`src/rtl/horiz_servo_pwm.sv`:
```
// Horizontal servo driver: frame-synchronous PWM, position stepping with end-stop clamping.
// Optional build macro HSERVO_STEP_DIV_EN: accept a step only once every STEP_DIV frames.
module horiz_servo_pwm #(
   parameter int unsigned FRAME_CYCLES = 2000000,
   parameter int unsigned PULSE_MIN    = 100000,
   parameter int unsigned PULSE_MAX    = 200000,
   parameter int unsigned PULSE_CENTER = 150000,
   parameter int unsigned STEP         = 1000,
   parameter int unsigned POS_W        = 18,
   parameter int unsigned STEP_DIV     = 4
) (
   input  logic             CLK,
   input  logic             RST,
   input  logic             CNT_L,
   input  logic             CNT_R,
   output logic             PWM,
   output logic             PWM_limit,
   output logic             PWM_limit_R,
   output logic [POS_W-1:0] POS
);

   localparam int unsigned FcntW = (FRAME_CYCLES > 1) ? $clog2(FRAME_CYCLES) : 1;
   localparam logic [FcntW-1:0] FcntLast = FcntW'(FRAME_CYCLES - 1);
   localparam logic [POS_W-1:0] PosMin    = POS_W'(PULSE_MIN);
   localparam logic [POS_W-1:0] PosMax    = POS_W'(PULSE_MAX);
   localparam logic [POS_W-1:0] PosCenter = POS_W'(PULSE_CENTER);
   localparam logic [POS_W-1:0] PosStep   = POS_W'(STEP);
   localparam logic [POS_W:0]   MinExt    = (POS_W + 1)'(PULSE_MIN);
   localparam logic [POS_W:0]   MaxExt    = (POS_W + 1)'(PULSE_MAX);
   localparam logic [POS_W:0]   StepExt   = (POS_W + 1)'(STEP);

   logic [FcntW-1:0] fcnt_q, fcnt_d;
   logic [POS_W-1:0] pos_q, pos_d;
   logic [POS_W-1:0] pulse_q;
   logic             pwm_q;
   logic             limit_l_q, limit_r_q;
   logic             boundary;
   logic             step_en;
   logic [POS_W:0]   pos_ext, sum_ext;

   assign boundary = (fcnt_q == FcntLast);
   assign fcnt_d   = boundary ? '0 : fcnt_q + 1'b1;

`ifdef HSERVO_STEP_DIV_EN
   localparam int unsigned DivW = (STEP_DIV > 1) ? $clog2(STEP_DIV) : 1;
   localparam logic [DivW-1:0] DivLast = DivW'(STEP_DIV - 1);
   logic [DivW-1:0] div_q;

   assign step_en = (div_q == DivLast);

   // Counts boundaries regardless of requests, so sweep rate stays fixed.
   always_ff @(posedge CLK) begin
      if (RST) begin
         div_q <= '0;
      end else if (boundary) begin
         div_q <= step_en ? '0 : div_q + 1'b1;
      end
   end
`else
   assign step_en = 1'b1;
`endif

   assign pos_ext = {1'b0, pos_q};
   assign sum_ext = pos_ext + StepExt;

   always_comb begin
      pos_d = pos_q;
      if (boundary && step_en) begin
         if (CNT_L && !CNT_R && (pos_q > PosMin)) begin
            // Compare before subtracting so the result can never wrap.
            pos_d = (pos_ext >= MinExt + StepExt) ? pos_q - PosStep : PosMin;
         end else if (CNT_R && !CNT_L && (pos_q < PosMax)) begin
            pos_d = (sum_ext > MaxExt) ? PosMax : sum_ext[POS_W-1:0];
         end
      end
   end

   always_ff @(posedge CLK) begin
      if (RST) begin
         fcnt_q    <= '0;
         pos_q     <= PosCenter;
         pulse_q   <= PosCenter;
         pwm_q     <= 1'b0;
         limit_l_q <= 1'b1;
         limit_r_q <= 1'b1;
      end else begin
         fcnt_q    <= fcnt_d;
         pos_q     <= pos_d;
         // Latch the pre-step position so width is constant within a frame.
         if (boundary) begin
            pulse_q <= pos_q;
         end
         pwm_q     <= (32'(fcnt_q) < 32'(pulse_q));
         limit_l_q <= (pos_d > PosMin);
         limit_r_q <= (pos_d < PosMax);
      end
   end

   assign PWM         = pwm_q;
   assign PWM_limit   = limit_l_q;
   assign PWM_limit_R = limit_r_q;
   assign POS         = pos_q;

endmodule

```
`config.mk`:
```
export PLATFORM = sky130hd
export DESIGN_NAME = horiz_servo_pwm
export DESIGN_NICKNAME = d
export VERILOG_FILES = /design/src/rtl/horiz_servo_pwm.sv
export SDC_FILE = /design/constraint.sdc
export NUM_CORES = 1
export LEC_CHECK = 0
export CORE_UTILIZATION = 45
export DETAILED_ROUTE_END_ITERATION = 12
export PLACE_DENSITY = 0.77
export SLEW_MARGIN = 20
export SYNTH_ARGS = -nofsm -noshare
export SYNTH_HDL_FRONTEND = slang
export SYNTH_SLANG_ARGS = --single-unit
```
`constraint.sdc`:
```
create_clock -name CLK -period 2.7 [get_ports CLK]
set_input_delay 0.54 -clock CLK [delete_from_list [all_inputs] [get_ports CLK]]
set_output_delay 0.54 -clock CLK [all_outputs]
set_load 0.005 [all_outputs]
```
==> results.py <==
metrics = {
    "cells_and_area": {
        "register_area_mm2": 0.00121,
        "fillers": 756,
        "fin_nets": 712,
        "area_growth_pct": 41.2,
        "diodes": 0,
        "final_common_cell": "buf_4",
        "multi_input_area_mm2": 0.00300,
        "fin_area_mm2": 0.00597,
        "drive_gt1_share_pct": 30.9,
        "final_cell_mix": "buf_4 (130), nand2_1 (62), dfxtp_1 (56)",
    },
    "run_status": {
        "status": "finished, violations left",
        "violations": "negative setup slack",
    },
    "setup_path": {
        "slowest_stage": "o41a_1",
        "worstSetupPathType": "register to register",
        "cp_common_cell": "o211ai_1",
        "cp.arrival_ns": 3.20,
        "cp.required_ns": 2.94,
        "crit_path_max_fanout": 9,
        "crit_chain": "buf_4 -> o41a_1 -> o211ai_1 -> a31oi_4 -> o211ai_1 -> buf_4 -> buf_6 -> o21ai_0 -> a22oi_1 -> o31a_1 -> inv_1 -> a211oi_2 -> o211ai_1",
        "crit_path_start_kind": "register",
        "critPathMaxStageDelay_ns": 0.40,
        "worst_setup_path_end_kind": "register",
    },
    "synth": {
        "synth_edf_count": 0,
        "async_reset_ff_share_pct": 0,
        "ys_ff_latch": 60,
        "synthFlopType": "dfxtp_1",
        "syn_area_mm2": 0.00423,
        "yosysWarnings": 0,
        "synth_fp_nets": 579,
        "syn_inst": 554,
        "syn_avg_cell_area_um2": 7.64,
        "ys_types": 71,
        "synth-seq-area-share_pct": 28.4,
    },
    "sta": {
        "rsz0062_at_grt": "true",
        "fin_skew_ns": 0.0120,
        "whs_ns": 0.456,
        "drv_slew": 0,
        "worst_slew_pin_slew_ns": 0.619,
        "period_share_pct": 109,
        "fin_crit_ns": 2.95,
        "max-slew-margin-rel_pct": 58.7,
        "finalSetupTns_ns": -1.21,
        "fmax_mhz": 338,
        "setup_ws_ns": -0.255,
        "finalHoldViolCount": 0,
        "setup_viol": 10,
    },
    "global_route": {
        "antenna_found_initial": 0,
        "grt_usage_pct": 31.4,
        "grt_pass1_vias": 4716,
        "grt_pass1_wl_mm": 24.0,
        "grt_start_max_net_pins": 20,
        "grt_remaining_overflow": 0,
    },
    "clocking": {
        "clockBufferDepth": 2,
        "cts.sinks": 60,
        "cts_max_level": 3,
        "cts_buffers": 9,
        "cts_hold_buf": 0,
        "path_clk_slew_ns": 0.08,
        "cts_root_buf": "clkbuf_8",
        "cts_tree": "yes",
        "clk_latency_ns": 0.35,
    },
    "power_and_ir_drop": {
        "totalPowerFinal_mw": 1.86,
        "ir_drop_v": 0.000401,
        "power.density_mw_per_mm2": 312,
        "p_leak_nw": 2.51,
    },
    "detailed_routing": {
        "via_count": 4869,
        "wl_per_cell_um": 18.6,
        "wl_mm": 14.9,
        "viasPerCell": 6.06,
        "drc_errors": 0,
        "drt-initial-drc-count": 640,
        "ant_nets": 0,
        "first_pass_iters": 5,
    },
    "floorplanning": {
        "io_pins": 25,
        "start_util_pct": 46.2,
        "rows": 35,
        "die_w_um": 99.0,
        "core_region_area_mm2": 0.00915,
        "die_h_um": 99.0,
        "dieArea_mm2": 0.00980,
    },
    "hold_path": {
        "min-delay-path-class": "register to register",
    },
    "flow_run": {
        "maxCapViolations": 0,
    },
    "placement": {
        "placed_area_mm2": 0.00540,
        "dpl.hpwl_mm": 11.1,
        "port_buffers": 24,
        "routabilityCongestion": 1.02,
    },
}
Yosys cell counts, types with 4 or more instances:
master     n  share of area (%)
nand2_1   62                5.5
dfxtp_1   60                 28
nor2_1    60                5.3
a21oi_1   38                4.5
inv_1     30                2.7
clkbuf_1  26                2.3
ha_1      21                6.2
o21ai_0   21                2.5
nand3_1   18                2.1
o211ai_1  13                2.3
nand4_1   12                1.8
xor2_1    12                2.5
a21o_1    11                2.0
a31oi_1   11                1.6
nor3_1    11                1.3
or3_1     10                1.5
and2_1     9                1.3
and3_1     9                1.3
xnor2_1    9                1.9
a211oi_1   7                1.2
buf_2      7               0.83
nand2b_1   5               0.74
nor4_1     5               0.74
o22ai_1    5               0.74
o31a_1     5                1.0
nor2b_1    4               0.59
o31ai_1    4               0.71
registers in the layout, indices dropped and copies added (netlist names):
signal	count
POS	18
PWM	1
PWM_limit	1
PWM_limit_R	1
fcnt_q	21
pulse_q	18
critical path: cells and delay by family, from the launching register on:
kind / cells / cell delay [ns]
compound gates: 9 / 1.95
flops: 1 / 0.36
buf+inv: 4 / 0.55
metal layers:
| metal | vias up | GRT usage (%) | wire, µm |
|---|---|---|---|
| li1 | 2278 | - | - |
| met1 | 2273 | 41.8 | 6350 |
| met2 | 272 | 49.3 | 6770 |
| met3 | 46 | 7.66 | 1360 |
| met4 | 0 | 11.0 | 419 |
| met5 | - | 0 | 0 |
logic make-up after synthesis:
group | synth area share, %
xor gates and xnor gates | 4.35
adders and majority gates | 6.21
and+or+nand+nor | 25.6
DFF | 28.4
buffers and inverters | 6.95
AOI/OAI and AO/OA | 28.5
metrics by stage:
stage / instances / utilization (%) / setup slack (ns)
CTS: 794 / 62.2 / -0.217
global placement: 774 / 58.9 / -0.413
finish: 803 / 65.3 / -0.255
floorplan: 554 / - / -0.0640
detailed placement: 774 / 58.9 / -0.305
global route: 803 / 65.3 / -0.376
where the power goes:
part	internal (mW)	switching [mW]	leakage, nW	total [mW]
registers	0.887	0.00373	0.485	0.891
logic	0.0464	0.0577	1.92	0.104
clock network	0.478	0.391	0.102	0.868
total	1.41	0.452	2.51	1.86
what timing repair did:
item / 4_1_cts / 5_1_grt
setup endpoints to repair: 14 / 18
gates resized for setup: 16 / 45
pin swaps: 9 / 17
setup buffers: 4 / 9
layout make-up:
class                           count  area share [%]
Inverter                           30            1.88
Timing Repair Buffer              161            21.8
Tap cell                          111            2.32
Sequential cell                    60            20.3
Clock buffer                       11            2.53
Clock inverter                      5           0.984
Multi-Input combinational cell    425            50.2
worst paths after layout:
path	start	end	slack, ns	cells after the start
max reg2reg	POS[4]$_SDFF_PP1_	PWM_limit$_SDFF_PP1_	-0.25	13
min	pulse_q[10]$_SDFFE_PP0N_	pulse_q[10]$_SDFFE_PP0N_	0.46	2
max	POS[4]$_SDFF_PP1_	PWM_limit$_SDFF_PP1_	-0.25	13
min reg2reg	pulse_q[10]$_SDFFE_PP0N_	pulse_q[10]$_SDFFE_PP0N_	0.46	2
(Power assumes the default switching activity.)
